**src/rtl/mem_access.sv**
```systemverilog
// mem_access: MEM stage of the 5-stage pipeline.
// Takes the EX/MEM register contents. ALU-only instructions pass straight
// to the MEM/WB register. Aligned loads and stores run one data-memory bus
// transaction over a req/ack handshake, which may take any number of wait
// states; the upstream pipeline is stalled while that transaction is open.
// A misaligned memory op retires at once with align_err and makes no bus
// access. If no ack arrives within TIMEOUT cycles the access is dropped and
// bus_err is raised.
//
// Ports
//   clk, rst                  clock, asynchronous active-high reset
//   in_valid, alu_out,        EX/MEM register contents: valid flag,
//   rfile_rd2, MemRead,       ALU result or byte address, store data,
//   MemWrite, MemtoReg,       control bits and destination register
//   RegWrite, wr_reg
//   stall                     upstream must hold EX/MEM and earlier stages
//   mem_req, mem_we,          data-memory bus request side
//   mem_addr, mem_wdata
//   mem_rdata, mem_ack        data-memory bus response side
//   wb_valid, wb_data,        MEM/WB register
//   wb_reg, wb_RegWrite
//   align_err, bus_err        one-cycle error pulses
module mem_access #(
    parameter int unsigned TIMEOUT = 16
) (
    input  logic        clk,
    input  logic        rst,
    input  logic        in_valid,
    input  logic [31:0] alu_out,
    input  logic [31:0] rfile_rd2,
    input  logic        MemRead,
    input  logic        MemWrite,
    input  logic        MemtoReg,
    input  logic        RegWrite,
    input  logic [4:0]  wr_reg,
    output logic        stall,
    output logic        mem_req,
    output logic        mem_we,
    output logic [31:0] mem_addr,
    output logic [31:0] mem_wdata,
    input  logic [31:0] mem_rdata,
    input  logic        mem_ack,
    output logic        wb_valid,
    output logic [31:0] wb_data,
    output logic [4:0]  wb_reg,
    output logic        wb_RegWrite,
    output logic        align_err,
    output logic        bus_err
);

    typedef enum logic {IDLE, BUSY} state_t;

    state_t      state_q, state_d;
    logic [7:0]  cnt_q, cnt_d;
    logic        req_q, req_d;
    logic        we_q, we_d;
    logic [31:0] addr_q, addr_d;
    logic [31:0] wdata_q, wdata_d;
    logic        rd_q, rd_d;
    logic        m2r_q, m2r_d;
    logic        rw_q, rw_d;
    logic [4:0]  reg_q, reg_d;
    logic        wbv_q, wbv_d;
    logic [31:0] wbd_q, wbd_d;
    logic [4:0]  wbr_q, wbr_d;
    logic        wbrw_q, wbrw_d;
    logic        aerr_q, aerr_d;
    logic        berr_q, berr_d;
    logic        stall_c;

    logic memop, aligned, timeout;
    assign memop   = in_valid & (MemRead | MemWrite);
    assign aligned = (alu_out[1:0] == 2'b00);
    assign timeout = (cnt_q == 8'(TIMEOUT - 1));

    always_comb begin
        state_d = state_q;
        cnt_d   = cnt_q;
        req_d   = req_q;
        we_d    = we_q;
        addr_d  = addr_q;
        wdata_d = wdata_q;
        rd_d    = rd_q;
        m2r_d   = m2r_q;
        rw_d    = rw_q;
        reg_d   = reg_q;
        wbv_d   = wbv_q;
        wbd_d   = wbd_q;
        wbr_d   = wbr_q;
        wbrw_d  = wbrw_q;
        aerr_d  = 1'b0;
        berr_d  = 1'b0;
        stall_c = 1'b0;
        case (state_q)
            IDLE: begin
                if (!in_valid) begin
                    wbv_d  = 1'b0;
                    wbrw_d = 1'b0;
                end else if (!memop) begin
                    wbv_d  = 1'b1;
                    wbd_d  = alu_out;
                    wbr_d  = wr_reg;
                    wbrw_d = RegWrite;
                end else if (!aligned) begin
                    wbv_d  = 1'b1;
                    wbd_d  = alu_out;
                    wbr_d  = wr_reg;
                    wbrw_d = 1'b0;
                    aerr_d = 1'b1;
                end else begin
                    stall_c = 1'b1;
                    state_d = BUSY;
                    cnt_d   = 8'd0;
                    req_d   = 1'b1;
                    we_d    = MemWrite;
                    addr_d  = alu_out;
                    wdata_d = rfile_rd2;
                    // Read+write together behaves as a store: never load, never write back.
                    rd_d    = MemRead & ~MemWrite;
                    m2r_d   = MemtoReg;
                    rw_d    = RegWrite & ~MemWrite;
                    reg_d   = wr_reg;
                    wbv_d   = 1'b0;
                    wbrw_d  = 1'b0;
                end
            end
            BUSY: begin
                if (mem_ack) begin
                    state_d = IDLE;
                    cnt_d   = 8'd0;
                    req_d   = 1'b0;
                    we_d    = 1'b0;
                    wbv_d   = 1'b1;
                    wbr_d   = reg_q;
                    wbd_d   = (rd_q & m2r_q) ? mem_rdata : addr_q;
                    wbrw_d  = rw_q;
                end else if (timeout) begin
                    state_d = IDLE;
                    cnt_d   = 8'd0;
                    req_d   = 1'b0;
                    we_d    = 1'b0;
                    wbv_d   = 1'b1;
                    wbr_d   = reg_q;
                    wbd_d   = addr_q;
                    wbrw_d  = 1'b0;
                    berr_d  = 1'b1;
                end else begin
                    stall_c = 1'b1;
                    cnt_d   = cnt_q + 8'd1;
                end
            end
            default: state_d = IDLE;
        endcase
    end

    always_ff @(posedge clk or posedge rst) begin
        if (rst) begin
            state_q <= IDLE;
            cnt_q   <= 8'd0;
            req_q   <= 1'b0;
            we_q    <= 1'b0;
            addr_q  <= 32'd0;
            wdata_q <= 32'd0;
            rd_q    <= 1'b0;
            m2r_q   <= 1'b0;
            rw_q    <= 1'b0;
            reg_q   <= 5'd0;
            wbv_q   <= 1'b0;
            wbd_q   <= 32'd0;
            wbr_q   <= 5'd0;
            wbrw_q  <= 1'b0;
            aerr_q  <= 1'b0;
            berr_q  <= 1'b0;
        end else begin
            state_q <= state_d;
            cnt_q   <= cnt_d;
            req_q   <= req_d;
            we_q    <= we_d;
            addr_q  <= addr_d;
            wdata_q <= wdata_d;
            rd_q    <= rd_d;
            m2r_q   <= m2r_d;
            rw_q    <= rw_d;
            reg_q   <= reg_d;
            wbv_q   <= wbv_d;
            wbd_q   <= wbd_d;
            wbr_q   <= wbr_d;
            wbrw_q  <= wbrw_d;
            aerr_q  <= aerr_d;
            berr_q  <= berr_d;
        end
    end

    // Reset keeps stall low even if upstream still presents a memory op.
    assign stall       = stall_c & ~rst;
    assign mem_req     = req_q;
    assign mem_we      = we_q;
    assign mem_addr    = addr_q;
    assign mem_wdata   = wdata_q;
    assign wb_valid    = wbv_q;
    assign wb_data     = wbd_q;
    assign wb_reg      = wbr_q;
    assign wb_RegWrite = wbrw_q;
    assign align_err   = aerr_q;
    assign bus_err     = berr_q;

endmodule

```
**config.mk**
```make
export PLATFORM = sky130hd
export DESIGN_NAME = mem_access
export DESIGN_NICKNAME = d
export VERILOG_FILES = /design/src/rtl/mem_access.sv
export SDC_FILE = /design/constraint.sdc
export NUM_CORES = 1
export LEC_CHECK = 0
export BUFFER_PORTS_ARGS = -buffer_cell sky130_fd_sc_hd__clkbuf_2
export CELL_PAD_IN_SITES_DETAIL_PLACEMENT = 0
export CELL_PAD_IN_SITES_GLOBAL_PLACEMENT = 2
export CORE_MARGIN = 4
export CORE_UTILIZATION = 31
export DETAILED_ROUTE_END_ITERATION = 16
export GPL_TIMING_DRIVEN = 0
export PLACE_DENSITY_LB_ADDON = 0.1
export SYNTH_ARGS = -nofsm -noshare
export SYNTH_HDL_FRONTEND = slang
export SYNTH_SLANG_ARGS = --single-unit
```
**constraint.sdc**
```tcl
create_clock -name clk -period 12.9 [get_ports clk]
set_clock_uncertainty 0.1 [all_clocks]
set_input_delay 3.225 -clock clk [delete_from_list [all_inputs] [get_ports clk]]
set_output_delay 3.225 -clock clk [all_outputs]
set_load 0.05 [all_outputs]
```
==> results.sh <==
export IMPL_critical_path_top_delay_family="buffers and inverters"
export IMPL_path_clk_slew_ns=0.05
export IMPL_synth_seq_area_share=0.561
export IMPL_synth_most_common_cell="nand2_1"
export IMPL_layout_drive_gt1_share=0.376
export IMPL_wl_um=17900
export IMPL_grt_pass1_wl_um=28200
export IMPL_cts_tree="built"
export IMPL_synth_area_leaders="dfrtp_1 56%, nand2_1 13%, o32a_1 5.4%"
export IMPL_ios=217
export IMPL_synth_warning_count=0
export IMPL_internal_power_uw=880
export IMPL_wire_per_inst_um=17.5
export IMPL_core_um2=17400
export IMPL_pwr_share_comb=0.333
export IMPL_period_needed_ns=8.35
export IMPL_cts_htree_levels=4
export IMPL_clock_sinks=124
export IMPL_ys_ff_latch=124
export IMPL_p_per_area_nw_per_um2=194
export IMPL_fp_dieH_um=142
export IMPL_slowest_stage="clkbuf_1"
export IMPL_postRouteAntennaNets=0
export IMPL_synth_common_cells="193 x nand2_1, 124 x dfrtp_1, 39 x nor2_1"
export IMPL_cp_end_kind="primary output"
export IMPL_grt_overflow=0
export IMPL_numCtsBuffers=17
export IMPL_dr_first_iter_drc_count=192
export IMPL_synth_top_cell_by_area="dfrtp_1"
export IMPL_synthArstFlopShare=1.00
export IMPL_tns_ns=0
export IMPL_final_area_um2=7480
export IMPL_ys_types=31
export IMPL_slew_headroom=0.408
export IMPL_fin_total_pwr_uw=1450
export IMPL_numPortBuffers=216
export IMPL_start_kind="primary input"
export IMPL_num_rows=48
export IMPL_antenna_found_initial=0
export IMPL_hp_class="register to register"
export IMPL_switching_power_uw=571
export IMPL_drtPass1Iterations=4
export IMPL_cts_hold_buf=0
export IMPL_vias=4868
export IMPL_syn_nets=659
export IMPL_path_max_fanout=10
export IMPL_required_ns=9.57
export IMPL_run_status="finished clean"
export IMPL_nets=895
export IMPL_irDropWorstVdd_uv=90.7
export IMPL_grt_max_degree=66
export IMPL_cellLeakagePower_uw=0.00382
export IMPL_report_final_slew_viol_count=0
export IMPL_ctsResizeCount=0
export IMPL_fmax_mhz=120
export IMPL_p_sw_frac=0.394
export IMPL_placed_area_um2=6920
export IMPL_grt_pass1_vias=5094
export IMPL_dieArea_um2=20000
export IMPL_viasPerCell=4.77
export IMPL_drcViolationCount=0
export IMPL_synth_edf_count=0
export IMPL_die_x_um=142
export IMPL_p_seq_frac=0.353
export IMPL_avgSynthCellArea_um2=10.1
export IMPL_clkPwrFrac=0.314
export IMPL_cp_arrival_ns=5.03
export IMPL_path_buf_inv=4
export IMPL_tightest_slew_ns=0.883
export IMPL_synth_cell_area_um2=5530
export IMPL_hold_viol=0
export IMPL_grt_setup_unrepaired="no"
export IMPL_finalSetupViolCount=0
export IMPL_clock_latency_ns=0.41
export IMPL_clockBufferDepth=2
export IMPL_globalplace_congestion=0.744
export IMPL_diodes=0
export IMPL_initial_core_util=0.317
export IMPL_syn_inst=549
export IMPL_synth_main_ff_cell="dfrtp_1"
export IMPL_grt_use_total=0.180
export IMPL_cts_setup_buffers=0
export IMPL_crit_type="primary input to primary output"
export IMPL_pre_cts_ws_ns=4.49
export IMPL_finalWorstSetupSlack_ns=4.55
export IMPL_cts_root_buf="clkbuf_16"
export IMPL_crit_chain="clkbuf_2 -> or2_2 -> nand3_1 -> clkbuf_1 -> clkbuf_1 -> a21oi_1 -> clkbuf_2"
export IMPL_fin_crit_sh=0.648
export IMPL_drv_cap=0
export IMPL_dpl_hpwl_um=13200
export IMPL_synth_top_area_frac=0.561
export IMPL_max_stage_delay_ns=0.43
export IMPL_area_growth_pct=35.3
==> cell usage in the layout, fill, tap and decap left out <==
cell type   netlist  routed
or2_2             1       1
o32a_1           30      30
a22o_1            1       1
a31oi_1          35      35
a21o_4            1       1
clkinvlp_4        0       2
nor2_1           39      39
buf_6             3       3
mux2_4           19      19
inv_6             0       1
clkbuf_2          0     216
clkbuf_8          0       2
ha_1              1       1
or3_1             1       1
xor2_1            2       2
mux2_2           23      23
nand2b_1          3       3
nand3b_1          1       1
clkbuf_16         0      17
a21oi_1           4       4
a21o_1            1       1
buf_1             4       4
buf_16            0       1
clkinv_2          0       4
nand3_1           7       7
and2_1            2       2
buf_2             5       5
nor2b_1           1       1
inv_1             2       1
nor3b_1           1       1
clkbuf_1         27      29
bufinv_16         0       2
nand4_1           1       1
o211ai_4          1       1
and3_1            3       3
nand2_1         193     193
nor4_4            1       1
o21ai_0          12      12
dfrtp_1         124     124
==> final cells by class <==
class	instances	area (µm²)
Clock buffer	21	460
Tap cell	225	282
Inverter	2	12.5
Fill cell	1793	9940
Clock inverter	8	95.1
Sequential cell	124	3100
Buffer	39	175
Multi-Input combinational cell	384	2240
Timing Repair Buffer	217	1110
==> cell families (layout without fill, tap and decap cells) <==
group / Yosys count / after routing / synth area share
AOI/OAI and AO/OA: 85 / 85 / 0.118
xor gates and xnor gates: 2 / 2 / 0.00317
adders and majority gates: 1 / 1 / 0.00226
buffers and inverters: 41 / 287 / 0.0330
DFF: 124 / 124 / 0.561
muxes: 42 / 42 / 0.0984
and+or+nand+nor: 254 / 254 / 0.184
==> per-layer routing <==
metal	up-vias	GRT usage	routed length (µm)
met5	-	0	0
met4	0	0.0485	277
met3	16	0.0688	1560
met2	160	0.277	8260
met1	2348	0.239	7780
li1	2344	-	-
==> through the flow <==
stage                     instances  utilization  hold slack, ns
final                          1020        0.429           0.368
after floorplan                 549            -           0.339
after global placement          990        0.396           0.352
after detailed placement        991        0.398           0.363
after CTS                      1020        0.429           0.375
after global routing           1020        0.429           0.388
==> tightest hold or removal path: stages, from the launching register on <==
cell	delay (ns)
dfrtp_1	0.34
nand2_1	0.05
nand2_1	0.05
==> power by group through the flow <==
stage	sequential (µW)	clock, µW	combinational, µW
after global routing	522	487	514
final	512	456	483
after global placement	515	0	486
after floorplan	749	0	120
after detailed placement	518	0	490
after CTS	512	469	490
==> worst paths after layout <==
path | startpoint | endpoint | slack, ns | cells after the start
max in group asynchronous | rst | wb_data[23]$_DFFE_PP0P_ | 9.15 | 3
setup / recovery | MemRead | stall | 4.55 | 7
setup reg to reg | state_q$_DFF_PP0_ | wb_data[8]$_DFFE_PP0P_ | 10.62 | 4
hold reg to reg | rw_q$_DFFE_PP0P_ | rw_q$_DFFE_PP0P_ | 0.37 | 2
min in group asynchronous | rst | reg_q[0]$_DFFE_PP0P_ | 2.81 | 2
hold / removal | rw_q$_DFFE_PP0P_ | rw_q$_DFFE_PP0P_ | 0.37 | 2
Note: power is estimated with default switching activity, not from simulation.
